<file path="config.mk">
export PLATFORM = sky130hd
export DESIGN_NAME = sigmoid_backward
export DESIGN_NICKNAME = d
export VERILOG_FILES = /design/src/rtl/sigmoid_pkg.sv /design/src/rtl/sigmoid_deriv.sv /design/src/rtl/sigmoid_backward.sv
export SDC_FILE = /design/constraint.sdc
export NUM_CORES = 1
export LEC_CHECK = 0
export CELL_PAD_IN_SITES_DETAIL_PLACEMENT = 0
export CELL_PAD_IN_SITES_GLOBAL_PLACEMENT = 1
export CORE_UTILIZATION = 40
export CTS_CLUSTER_SIZE = 40
export DETAILED_ROUTE_END_ITERATION = 10
export PLACE_DENSITY_LB_ADDON = 0.2
export SYNTH_ARGS = -nofsm -noshare
export SYNTH_HDL_FRONTEND = slang
export SYNTH_HIERARCHICAL = 1
export SYNTH_SLANG_ARGS = --single-unit
</file>
<file path="constraint.sdc">
create_clock -name clk -period 5.9 [get_ports clk]
set_input_delay 1.18 -clock clk [delete_from_list [all_inputs] [get_ports clk]]
set_output_delay 1.18 -clock clk [all_outputs]
set_load 0.01 [all_outputs]
</file>
<file path="src/rtl/sigmoid_pkg.sv">
// Fixed-point constants shared by the sigmoid forward and backward units.
// Widths are derived from INT_BIT/FRAC_BIT so both units agree on formats.
package sigmoid_pkg;

  localparam int SIGN_BIT     = 1;
  localparam int DEF_INT_BIT  = 7;
  localparam int DEF_FRAC_BIT = 8;

  // Q1.FRAC unsigned width (forward output y)
  function automatic int uq_w(input int frac_bit);
    return 1 + frac_bit;
  endfunction

  // Q-INT.FRAC signed width (gradients)
  function automatic int sq_w(input int int_bit, input int frac_bit);
    return SIGN_BIT + int_bit + frac_bit;
  endfunction

  function automatic int one_of(input int frac_bit);
    return 1 << frac_bit;
  endfunction

  localparam int ONE = 1 << DEF_FRAC_BIT;

endpackage

</file>
<file path="src/rtl/sigmoid_deriv.sv">
// Sigmoid derivative d = y*(1-y) with y clamped to 1.0.
// Result never exceeds 0.25, so FRAC_BIT bits hold it.
module sigmoid_deriv
  import sigmoid_pkg::*;
#(
  parameter int FRAC_BIT = DEF_FRAC_BIT
) (
  input  logic [FRAC_BIT:0]   y,
  output logic [FRAC_BIT-1:0] d
);

  localparam int UW = uq_w(FRAC_BIT);
  localparam logic [UW-1:0] ONE_Q = UW'(one_of(FRAC_BIT));

  logic [UW-1:0]   yc;
  logic [UW-1:0]   ym;
  logic [2*UW-1:0] prod;

  assign yc   = (y > ONE_Q) ? ONE_Q : y;
  assign ym   = ONE_Q - yc;
  assign prod = yc * ym;
  assign d    = FRAC_BIT'(prod >> FRAC_BIT);

endmodule

</file>
<file path="src/rtl/sigmoid_backward.sv">
// Sigmoid backward pass: grad_in = grad_out * y * (1 - y).
// Two-stage valid/ready pipeline with bubble collapsing.
module sigmoid_backward
  import sigmoid_pkg::*;
#(
  parameter int INT_BIT  = DEF_INT_BIT,
  parameter int FRAC_BIT = DEF_FRAC_BIT
) (
  input  logic                              clk,
  input  logic                              rst,
  input  logic                              in_valid,
  output logic                              in_ready,
  input  logic [FRAC_BIT:0]                 y,
  input  logic signed [INT_BIT+FRAC_BIT:0]  grad_out,
  output logic                              out_valid,
  input  logic                              out_ready,
  output logic signed [INT_BIT+FRAC_BIT:0]  grad_in
);

  localparam int W = sq_w(INT_BIT, FRAC_BIT);

  logic                    s1_valid;
  logic [FRAC_BIT-1:0]     s1_d;
  logic signed [W-1:0]     s1_g;
  logic                    s2_valid;

  logic [FRAC_BIT-1:0]     d;
  logic                    s2_adv;
  logic                    accept;
  logic signed [W+FRAC_BIT:0] prod;
  logic signed [W-1:0]     grad_nxt;

  sigmoid_deriv #(
    .FRAC_BIT(FRAC_BIT)
  ) u_deriv (
    .y(y),
    .d(d)
  );

  assign s2_adv    = !s2_valid || out_ready;
  assign in_ready  = !s1_valid || s2_adv;
  assign accept    = in_valid && in_ready;
  assign out_valid = s2_valid;

  // d is unsigned; zero-extend so the product stays signed
  assign prod     = s1_g * $signed({1'b0, s1_d});
  assign grad_nxt = W'(prod >>> FRAC_BIT);

  always_ff @(posedge clk or posedge rst) begin
    if (rst) begin
      s1_valid <= 1'b0;
      s2_valid <= 1'b0;
      grad_in  <= '0;
    end else begin
      if (s2_adv) begin
        s2_valid <= s1_valid;
        if (s1_valid) grad_in <= grad_nxt;
      end
      if (in_ready) s1_valid <= in_valid;
    end
  end

  always_ff @(posedge clk) begin
    if (accept) begin
      s1_d <= d;
      s1_g <= grad_out;
    end
  end

endmodule

</file>
==> qor.tcl, run 1 <==
set qor(r2r_end) {grad_in[15]}
set qor(final-seq-area_um2) 1170
set qor(timing.critical_path.arrival_ns) 5.80
set qor(fin_area_um2) 9840
set qor(postSynthAreaPerCell_um2) 9.06
set qor(fin_worst_skew_ns) 0.00425
set qor(worst_case_setup_slack_after_placement_ns) -0.598
set qor(routability_congestion) 0.790
set qor(vias) 6085
set qor(path_class) {input port to register}
set qor(max_cap_viol_count) 0
set qor(crit_slowest_cell) {fa_1}
set qor(timing.critical_path.mode_cell) {buf_4}
set qor(critical_path_peak_fanout) 3
set qor(core_region_area_um2) 20200
set qor(worst_reg_to_reg_cells) 15
set qor(maximum_number_of_pins_on_one_net_before_global_route_repair) 31
set qor(ys_seq_area_frac) 0.142
set qor(synth_enable_flop_cells) 24
set qor(dp.final_hpwl_mm) 15.3
set qor(timing.critical_path.to_type) {register}
set qor(crit_path_cell_trace) {dlygate4sd2_1 -> nor4_2 -> buf_4 -> a21o_1 -> ha_4 -> or2_4 -> fa_1 -> fa_1 -> inv_1 -> fa_1 -> inv_1 -> fa_1 -> inv_2 -> ha_4 -> a211oi_2 -> nor2_1 -> buf_4 -> buf_4 -> buf_4 -> buf_4 -> a21o_2 -> nor2_2 -> xnor2_1}
set qor(drt-vias-per-instance) 4.74
set qor(area.growth.synth_to_final_pct) 19.1
set qor(tritoncts_num_sinks) 42
set qor(grt.total_usage) 0.187
set qor(routed_wl_mm) 18.0
set qor(ant_nets) 0
set qor(drt_pre_antenna_iters) 5
set qor(fmaxAchievable_mhz) 174
set qor(dpl.cell_count) 1264
set qor(hold_path.startpoint) {grad_in[0]}
set qor(clk_pin_slew_worst_paths_ns) 0.07
set qor(grt_antenna_before_repair) 0
set qor(crit_family) {adder cells}
set qor(outcome) {complete, no violations}
set qor(rsz_0062_raised_after_global_routing) {false}
set qor(hp-class) {register to register}
set qor(grt.overflow.total) 0
set qor(cp_slowest_stage_delay_ns) 0.49
set qor(clock_tree.htree_level_count) 2
set qor(syn-instance-count) 912
set qor(cts_tree) {done}
set qor(rows) 52
set qor(final_critical_path_setup_slack_ns) 0.165
set qor(finalCriticalPeriod_ns) 5.74
set qor(routedWlPerCell_um) 14.0
set qor(hold_path_end) {grad_in[0]}
set qor(placedInstanceArea_um2) 9490
set qor(layout.nets) 1268
set qor(drc) 0
set qor(clock_tree.buffer_depth) 2
set qor(worstPathBufferInverterCount) 9
set qor(muxShareOfSynthArea) 0.00257
set qor(syn_area_um2) 8270
set qor(maxSlewViolCount) 0
set qor(setup_viol) 0
set qor(synth-compound-area-share) 0.0711
set qor(initial_core_util) 0.408
set qor(synthesized_area_fraction_occupied_by_and_or_nand_nor_cells) 0.174
set qor(fin_crit_sh) 0.972
set qor(max_slew_margin) 0.408
set qor(clkLatencyLatePin_ns) 0.30
set qor(synthFlopType) {edfxtp_1}
set qor(grt_pass1_wl_mm) 31.6
set qor(synth-xor-area-share) 0.0244
set qor(worst_hold_path.num_cells) 2
set qor(die_area_um2) 21200
set qor(yosysUniqueCellTypes) 57
set qor(drt_iter0_markers) 352
set qor(final.setup.tns_ns) 0
set qor(clockRootBuffer) {clkbuf_16}
set qor(die_width_um) 146
set qor(fp.dieH_um) 146
set qor(multi_input_comb_area_um2) 6430
set qor(tritoncts.num_buffers) 5
set qor(io_buffers) 46
set qor(cts.hold.buffers_added) 0
set qor(synth_async_sr_flop_share) 0.429
set qor(hold_viol_final) 0
set qor(post_route_cells_drive_above_1_share) 0.121
set qor(synth-seq-cells) 42
set qor(worstReg2RegStart) {s1_d[1]}
set qor(combinational_family_with_the_most_area_after_synthesis) {adder cells}
set qor(required_ns) 5.96
set qor(max_slew.worst_pin.slew_ns) 0.886
set qor(first_global_vias) 6396
set qor(antennaDiodeCount) 0
set qor(top_level_ports) 47
set qor(synth-adder-area-share) 0.476
set qor(fillers) 1924
set qor(finish.cell_count_without_fillers) 1283
set qor(setup.reg_to_reg.worst_slack_ns) 0.85
set qor(synth.yosys.warnings) 6
set qor(worst_setup_path_start_kind) {input port}
[metrics by stage]
stage,hold WS [ns],util
2_1_floorplan,0.471,-
3_3_place_gp,0.466,0.469
3_5_place_dp,0.469,0.469
4_1_cts,0.484,0.484
5_1_grt,0.514,0.486
6_report,0.476,0.486
[final cells by class]
cell class | count | area share
Multi-Input combinational cell | 635 | 0.654
Timing Repair Buffer | 109 | 0.0938
Sequential cell | 42 | 0.119
Tap cell | 270 | 0.0343
Inverter | 219 | 0.0835
Clock inverter | 3 | 0.00267
Clock buffer | 5 | 0.0127
[what timing repair did]
| item | 4_1_cts | 5_1_grt |
|---|---|---|
| setup endpoints to repair | 6 | 4 |
| resized for setup | 35 | 13 |
| hold endpoints to repair | 0 | 0 |
| buffers inserted | 11 | 0 |
| pin swaps | 16 | 9 |
[routing by layer]
metal,track usage,share of wire,vias up
li1,-,-,2981
met1,0.270,0.50,3026
met2,0.305,0.46,67
met3,0.0204,0.022,11
met4,0.0374,0.011,0
met5,0,0,-
[worst register-to-register path: stages (launching register included)]
cell and delay [ns]:
edfxtp_1 0.75, nand2_1 0.23, fa_1 0.59, inv_1 0.15, fa_1 0.51, fa_1 0.49, inv_1 0.05, fa_1 0.52
inv_1 0.04, ha_1 0.39, nand2_1 0.16, nor2_1 0.07, a211oi_2 0.29, o21ai_1 0.15, or4_1 0.51, nand3_1 0.09
[state kept, by name, indices dropped and copies added, names as in the netlist]
name,count
grad_in,16
out_valid,1
s1_d,8
s1_g,16
s1_valid,1
[cells in the final DEF (no fill, tap or decap), drive strengths merged, types with 3 or more instances in the layout]
| master | count |
|---|---|
| and3 | 4 |
| fa | 146 |
| or2 | 5 |
| ha | 81 |
| xnor2 | 20 |
| xor2 | 3 |
| dlygate4sd2 | 4 |
| buf | 66 |
| clkdlybuf4s50 | 37 |
| o31ai | 5 |
| and2 | 65 |
| a21oi | 16 |
| o21a | 5 |
| edfxtp | 24 |
| clkbuf | 5 |
| nand3 | 15 |
| nor2b | 8 |
| nand2b | 18 |
| o21ai | 17 |
| nand4 | 6 |
| nor2 | 48 |
| dfrtp | 18 |
| nand2 | 108 |
| conb | 6 |
| inv | 222 |
| a21o | 15 |
| o211ai | 4 |
| nor3 | 9 |
| a31oi | 4 |
| a211oi | 4 |
[synthesized netlist by cell type, types with 15 or more instances]
cell        n  share of area
inv_1     219          0.099
fa_1      146           0.35
nand2_1   108          0.049
ha_1       81           0.12
and2_1     65          0.049
nor2_1     48          0.022
edfxtp_1   24          0.087
xnor2_1    20          0.021
clkbuf_1   19         0.0086
dfrtp_1    18          0.054
nand2b_1   18          0.014
a21oi_1    15         0.0091
nand3_1    15         0.0091
[kinds of logic after synthesis]
kind of cell,after synthesis
buffers and inverters,239
XOR/XNOR,23
other,2
AO/OA/AOI/OAI,83
adder cells (fa/ha/maj),227
AND/OR/NAND/NOR,294
multiplexers,2
flip-flops,42
[worst max path at each step]
stage	endpoint	cells past startpoint	start
6_report	s1_d[4]	23	y[3]
5_1_grt	s1_d[4]	23	y[3]
4_1_cts	s1_d[7]	21	y[3]
3_5_place_dp	s1_d[7]	23	y[0]
3_3_place_gp	s1_d[6]	20	y[1]
2_1_floorplan	s1_d[6]	22	y[8]
Power of run 1 is left out: the tool's default activity adds up to more than one toggle a clock period on the data nets, which glitch-free logic cannot reach.
==> inputs of run 2 (changes only) <==
--- a/config.mk
+++ b/config.mk
@@ -5,6 +5,7 @@
 export SDC_FILE = /design/constraint.sdc
 export NUM_CORES = 1
 export LEC_CHECK = 0
+export CAP_MARGIN = 15
 export CELL_PAD_IN_SITES_DETAIL_PLACEMENT = 0
 export CELL_PAD_IN_SITES_GLOBAL_PLACEMENT = 1
 export CORE_UTILIZATION = 40
==> constraint.sdc (replaced) <==
create_clock -name clk -period 4.6 [get_ports clk]
set_input_delay 0.92 -clock clk [delete_from_list [all_inputs] [get_ports clk]]
set_output_delay 0.92 -clock clk [all_outputs]
set_load 0.01 [all_outputs]
==> run 2 against run 1 <==
The flow now finishes with violations (setup timing). Clock skew rose by 0.0036 ns. Hold slack improved by 0.0071 ns. Critical path type unchanged. Final cell count grew 7.3%. Routed wire length increased by 7.9%. First-iteration DRC count fell by 46%. Critical endpoint is now s1_d[6]. Critical path depth did not move. Sequential share of layout area down 1.5 points. Core utilization rose by 7.0 points. Largest cell class unchanged. Die area unchanged. Setup slack worse by 0.94 ns. Register-to-register slack got worse by 0.73 ns.
==> qor.tcl, run 2 (same netlist as run 1, synthesis figures left out) <==
set qor(final_critical_path_setup_slack_ns) -0.775 ;# -0.940 ns
set qor(clock_tree.htree_level_count) 2 ;# unchanged
set qor(vias) 6409 ;# +5.3%
set qor(max_slew.worst_pin.slew_ns) 0.928 ;# +0.0422 ns
set qor(multi_input_comb_area_um2) 7010 ;# +8.9%
set qor(worst_reg_to_reg_cells) 18 ;# +3
set qor(worst_hold_path.num_cells) 2 ;# unchanged
set qor(required_ns) 4.66 ;# -1.30 ns
set qor(cts.hold.buffers_added) 0 ;# unchanged
set qor(die_area_um2) 21200 ;# unchanged
set qor(grt.overflow.total) 0 ;# unchanged
set qor(drt_iter0_markers) 189 ;# -46%
set qor(placedInstanceArea_um2) 10000 ;# +5.8%
set qor(fin_worst_skew_ns) 0.00782 ;# +0.00358 ns
set qor(final-seq-area_um2) 1170 ;# unchanged
set qor(hold_viol_final) 0 ;# unchanged
set qor(crit_slowest_cell) {fa_1}
set qor(maxSlewViolCount) 0 ;# unchanged
set qor(worstReg2RegStart) {s1_g[15]}
set qor(io_buffers) 46 ;# unchanged
set qor(fin_crit_sh) 1.17
set qor(first_global_vias) 6788 ;# +6.1%
set qor(routed_wl_mm) 19.4 ;# +7.9%
set qor(grt_antenna_before_repair) 0 ;# unchanged
set qor(tritoncts.num_buffers) 5 ;# unchanged
set qor(routedWlPerCell_um) 14.1 ;# +0.53%
set qor(hold_path.startpoint) {grad_in[11]}
set qor(clock_tree.buffer_depth) 2 ;# unchanged
set qor(antennaDiodeCount) 0 ;# unchanged
set qor(violations) {setup timing}
set qor(hold_path_end) {grad_in[11]}
set qor(core_region_area_um2) 20200 ;# unchanged
set qor(routability_congestion) 0.858 ;# +8.6%
set qor(r2r_end) {grad_in[15]}
set qor(tritoncts_num_sinks) 42 ;# unchanged
set qor(initial_core_util) 0.408 ;# unchanged
set qor(rsz_0062_raised_after_global_routing) {true}
set qor(final.setup.tns_ns) -5.11 ;# -5.11 ns
set qor(rows) 52 ;# unchanged
set qor(max_cap_viol_count) 0 ;# unchanged
set qor(cp_slowest_stage_delay_ns) 0.43 ;# -0.06 ns
set qor(layout_commonest_cell) {inv_1}
set qor(drt_pre_antenna_iters) 4 ;# -1
set qor(timing.critical_path.arrival_ns) 5.43 ;# -0.37 ns
set qor(clkLatencyLatePin_ns) 0.31 ;# about the same
set qor(drc) 0 ;# unchanged
set qor(layout.cells.most_common_list) {inv_1, fa_1, buf_4}
set qor(setup.reg_to_reg.worst_slack_ns) 0.12 ;# -0.73 ns
set qor(fp.dieH_um) 146 ;# unchanged
set qor(fillers) 1897 ;# -1.4%
set qor(timing.critical_path.to_type) {register}
set qor(top_level_ports) 47 ;# unchanged
set qor(setup_viol) 8 ;# +8
set qor(layout.nets) 1362 ;# +7.4%
set qor(die_width_um) 146 ;# unchanged
set qor(worst_setup_path_start_kind) {input port}
set qor(grt_pass1_wl_mm) 32.8 ;# +3.8%
set qor(cts_tree) {done}
set qor(layout_top_registers) {grad_in x16, s1_g x16, s1_d x8}
set qor(crit_path_cell_trace) {buf_8 -> buf_6 -> nand2b_4 -> ha_4 -> o21ai_4 -> buf_6 -> inv_4 -> ha_4 -> buf_4 -> nor2_1 -> fa_1 -> inv_1 -> fa_1 -> inv_2 -> ha_4 -> fa_1 -> ha_1 -> and4b_2 -> a221oi_4 -> nor2b_4 -> a311o_2 -> a211oi_2 -> a21oi_1}
set qor(clockRootBuffer) {clkbuf_16}
set qor(finalCriticalPeriod_ns) 5.38
set qor(worstPathBufferInverterCount) 7 ;# -2
set qor(critical_path_peak_fanout) 6 ;# +3
set qor(grt.total_usage) 0.195 ;# +0.00746
set qor(fin_area_um2) 11300 ;# +14%
set qor(ant_nets) 0 ;# unchanged
set qor(area.growth.synth_to_final_pct) 36.3
set qor(fmaxAchievable_mhz) 186
set qor(drt-vias-per-instance) 4.65 ;# -1.9%
set qor(clk_pin_slew_worst_paths_ns) 0.07 ;# about the same
set qor(maximum_number_of_pins_on_one_net_before_global_route_repair) 31 ;# unchanged
set qor(crit_family) {adder cells}
set qor(hp-class) {register to register}
set qor(outcome) {complete, but fails checks}
set qor(max_slew_margin) 0.380 ;# -0.0282
set qor(dp.final_hpwl_mm) 16.1 ;# +4.7%
set qor(path_class) {input port to register}
set qor(post_route_cells_drive_above_1_share) 0.292 ;# +0.170
run 2: final cells by class:
class | instances | share of cell area
sequential | 42 | 0.104
clock inverter | 3 | 0.00233
tap | 270 | 0.0300
clock buffer | 5 | 0.0111
timing repair buffer | 203 | 0.156
multi-input combinational | 635 | 0.622
inverter | 219 | 0.0737
run 2: repair_timing:
action	CTS	global route
gates resized for setup	69	138
pin swaps	34	95
setup buffers	14	25
setup endpoints to repair	16	18
gates cloned	0	0
run 2: tightest hold or removal path, stage by stage (launching register included):
cell,delay (ns)
dfrtp_1,0.34
nand2_1,0.05
o21ai_1,0.06
run 2: per-stage QoR:
stage	setup WS [ns]	hold WS (ns)	util	cells
final	-0.775	0.483	0.557	1377
after global routing	-0.920	0.515	0.557	1377
after CTS	-1.06	0.485	0.517	1354
after detailed placement	-1.61	0.470	0.496	1334
after global placement	-1.54	0.466	0.496	1334
after floorplan	-0.994	0.471	-	916
run 2: how the worst max path moves through the flow:
| stage | endpoint | cells after the start | from |
|---|---|---|---|
| 2_1_floorplan | s1_d[7] | 22 | y[8] |
| 3_3_place_gp | s1_d[7] | 24 | y[0] |
| 3_5_place_dp | s1_d[7] | 24 | y[0] |
| 4_1_cts | s1_d[7] | 23 | y[0] |
| 5_1_grt | s1_d[5] | 23 | y[0] |
| 6_report | s1_d[6] | 23 | y[8] |
run 2: layer usage:
layer	vias to the layer above	part of all wire	routed length, um	GRT usage
met5	-	0	0	0
met4	0	0.012	242	0.0432
met3	12	0.019	368	0.0176
met2	63	0.49	9520	0.335
met1	3168	0.48	9300	0.266
li1	3166	-	-	-
Power of run 2 is left out for the same reason.
==> inputs of run 3 (changes only) <==
--- a/config.mk
+++ b/config.mk
@@ -11,6 +11,7 @@
 export CORE_UTILIZATION = 40
 export CTS_CLUSTER_SIZE = 40
 export DETAILED_ROUTE_END_ITERATION = 10
+export DONT_BUFFER_PORTS = 1
 export PLACE_DENSITY_LB_ADDON = 0.2
 export SYNTH_ARGS = -nofsm -noshare
 export SYNTH_HDL_FRONTEND = slang
==> run 3 against run 2 <==
The run still ends with setup timing left. Setup slack improved by 0.15 ns. Sequential share of layout area increased by 0.85 points. Clock-buffer cell count unchanged. Via count decreased by 2.0%. Design area decreased by 7.6%. Non-clock buffer count decreased by 61. Routed wire length decreased by 2.0%. Hold slack improved by 0.030 ns. Global-route usage decreased by 0.39 points. Largest cell class unchanged.
==> qor.tcl, run 3 (same netlist as run 1, synthesis figures left out) <==
set qor(grt_antenna_before_repair) 0 ;# unchanged
set qor(grt.overflow.total) 0 ;# unchanged
set qor(setup_viol) 8 ;# unchanged
set qor(dp.final_hpwl_mm) 15.9 ;# -0.74%
set qor(dpl.cell_count) 1280 ;# -4.0%
set qor(vias) 6278 ;# -2.0%
set qor(clock_tree.buffer_depth) 2 ;# unchanged
set qor(layout.nets) 1301 ;# -4.5%
set qor(worstReg2RegStart) {s1_d[4]}
set qor(max_cap_viol_count) 0 ;# unchanged
set qor(initial_core_util) 0.408 ;# unchanged
set qor(hold_path.startpoint) {s1_valid}
set qor(io_buffers) 0 ;# -100%
set qor(max_slew.worst_pin.slew_ns) 0.895 ;# -0.0331 ns
set qor(r2r_end) {grad_in[15]}
set qor(violations) {setup timing}
set qor(hold_viol_final) 0 ;# unchanged
set qor(final_critical_path_setup_slack_ns) -0.623 ;# +0.152 ns
set qor(routedWlPerCell_um) 14.5 ;# +2.6%
set qor(cts_tree) {done}
set qor(first_global_vias) 6696 ;# -1.4%
set qor(hp-class) {register to register}
set qor(core_region_area_um2) 20200 ;# unchanged
set qor(outcome) {complete, but fails checks}
set qor(worst_reg_to_reg_cells) 16 ;# -2
set qor(grt_pass1_wl_mm) 32.2 ;# -2.1%
set qor(clk_pin_slew_worst_paths_ns) 0.07 ;# about the same
set qor(finalCriticalPeriod_ns) 5.22 ;# -0.152 ns
set qor(fmaxAchievable_mhz) 191 ;# +2.9%
set qor(worst_case_setup_slack_after_placement_ns) -1.25 ;# +0.361 ns
set qor(clkLatencyLatePin_ns) 0.30 ;# about the same
set qor(clockRootBuffer) {clkbuf_16}
set qor(layout.cells.most_common_list) {inv_1, fa_1, buf_4}
set qor(antennaDiodeCount) 0 ;# unchanged
set qor(path_class) {input port to register}
set qor(top_level_ports) 47 ;# unchanged
set qor(rsz_0062_raised_after_global_routing) {true}
set qor(final.setup.tns_ns) -3.48 ;# +1.64 ns
set qor(tritoncts.num_buffers) 5 ;# unchanged
set qor(drc) 0 ;# unchanged
set qor(maxSlewViolCount) 0 ;# unchanged
set qor(fin_crit_sh) 1.14 ;# -0.0331
set qor(post_route_cells_drive_above_1_share) 0.247 ;# -0.0451
set qor(tritoncts_num_sinks) 42 ;# unchanged
set qor(crit_path_start) {y[0]}
set qor(die_width_um) 146 ;# unchanged
set qor(fillers) 1914 ;# +0.90%
set qor(layout_top_registers) {grad_in x16, s1_g x16, s1_d x8}
set qor(finish.cell_count_without_fillers) 1316 ;# -4.4%
set qor(drt_pre_antenna_iters) 5 ;# +1
set qor(area.growth.synth_to_final_pct) 25.9
set qor(maximum_number_of_pins_on_one_net_before_global_route_repair) 31 ;# unchanged
set qor(required_ns) 4.65 ;# about the same
set qor(fp.dieH_um) 146 ;# unchanged
set qor(layout_commonest_cell) {inv_1}
set qor(finish.utilization) 0.514 ;# -0.0422
set qor(worst_setup_path_start_kind) {input port}
set qor(crit_path_end) {s1_d[7]}
set qor(cts.hold.buffers_added) 0 ;# unchanged
set qor(drt_iter0_markers) 159 ;# -16%
set qor(setup.reg_to_reg.worst_slack_ns) 0.10 ;# -0.02 ns
set qor(die_area_um2) 21200 ;# unchanged
set qor(routed_wl_mm) 19.0 ;# -2.0%
set qor(ant_nets) 0 ;# unchanged
set qor(rows) 52 ;# unchanged
set qor(fin_worst_skew_ns) 0.0105 ;# +0.00269 ns
set qor(grt.total_usage) 0.191 ;# -0.00388
set qor(max_slew_margin) 0.402 ;# +0.0221
set qor(critical_path_peak_fanout) 7 ;# +1
set qor(timing.critical_path.arrival_ns) 5.27 ;# -0.16 ns
set qor(clock_tree.htree_level_count) 2 ;# unchanged
set qor(routability_congestion) 0.846 ;# -1.4%
set qor(drt-vias-per-instance) 4.77 ;# +2.5%
set qor(timing.critical_path.to_type) {register}
-- run 3: cell types whose count changed in the layout (fill, tap and decap cells not counted), moves of 4 or more --
cell,delta
nor2_2,-5
inv_2,-16
clkdlybuf4s50_1,-37
nand2_1,+5
buf_6,-16
nor2_1,+7
ha_1,+9
nand2_2,-6
a21oi_4,-5
inv_1,+16
ha_4,-10
a21oi_2,+4
-- run 3: critical path, cell delays in order --
cell and delay (ns):
nor2b_4 0.15, inv_4 0.05, ha_4 0.16, o21ai_2 0.09
inv_1 0.12, ha_4 0.32, nor2_2 0.05, fa_1 0.49
fa_1 0.51, fa_1 0.49, inv_1 0.05, fa_1 0.48
inv_1 0.06, ha_4 0.21, a211oi_2 0.22, nor2_1 0.08
o21a_1 0.16, a311o_2 0.37, a31oi_4 0.21, xnor2_1 0.08
-- run 3: stage by stage --
| stage | hold WS, ns | cell area (um2) |
|---|---|---|
| final | 0.514 | 10400 |
| after floorplan | 0.471 | 8420 |
| after global placement | 0.486 | 9530 |
| after CTS | 0.512 | 9840 |
| after global routing | 0.541 | 10400 |
| after detailed placement | 0.504 | 9530 |
-- run 3: layer usage --
metal | wire (um) | vias to the layer above | GRT usage
met5 | 0 | - | 0
met4 | 191 | 0 | 0.0389
met3 | 549 | 12 | 0.0223
met2 | 9240 | 69 | 0.324
met1 | 9070 | 3153 | 0.263
li1 | - | 3044 | -
-- run 3: what timing repair did --
action / 4_1_cts / 5_1_grt
setup endpoints to repair: 16 / 19
gates cloned: 0 / 1
pin swaps: 8 / 49
gates resized for setup: 15 / 90
setup buffers: 9 / 19
-- run 3: layout make-up --
cell class              count  area (um2)  area share
flip-flops and latches     42        1170       0.113
inverters                 219         830      0.0797
well taps                 270         338      0.0325
multi-input cells         635        6750       0.649
clock buffers               5         125      0.0120
repair buffers            142        1150       0.110
clock inverters             3        45.0     0.00433
-- run 3: worst min-delay path by stage --
stage	endpoint	slack [ns]	depth (start not counted)
floorplan	out_valid	0.47	1
global placement	out_valid	0.49	1
detailed placement	out_valid	0.50	1
CTS	out_valid	0.51	1
global route	out_valid	0.54	1
finish	out_valid	0.51	1
Power of run 3 is left out for the same reason.
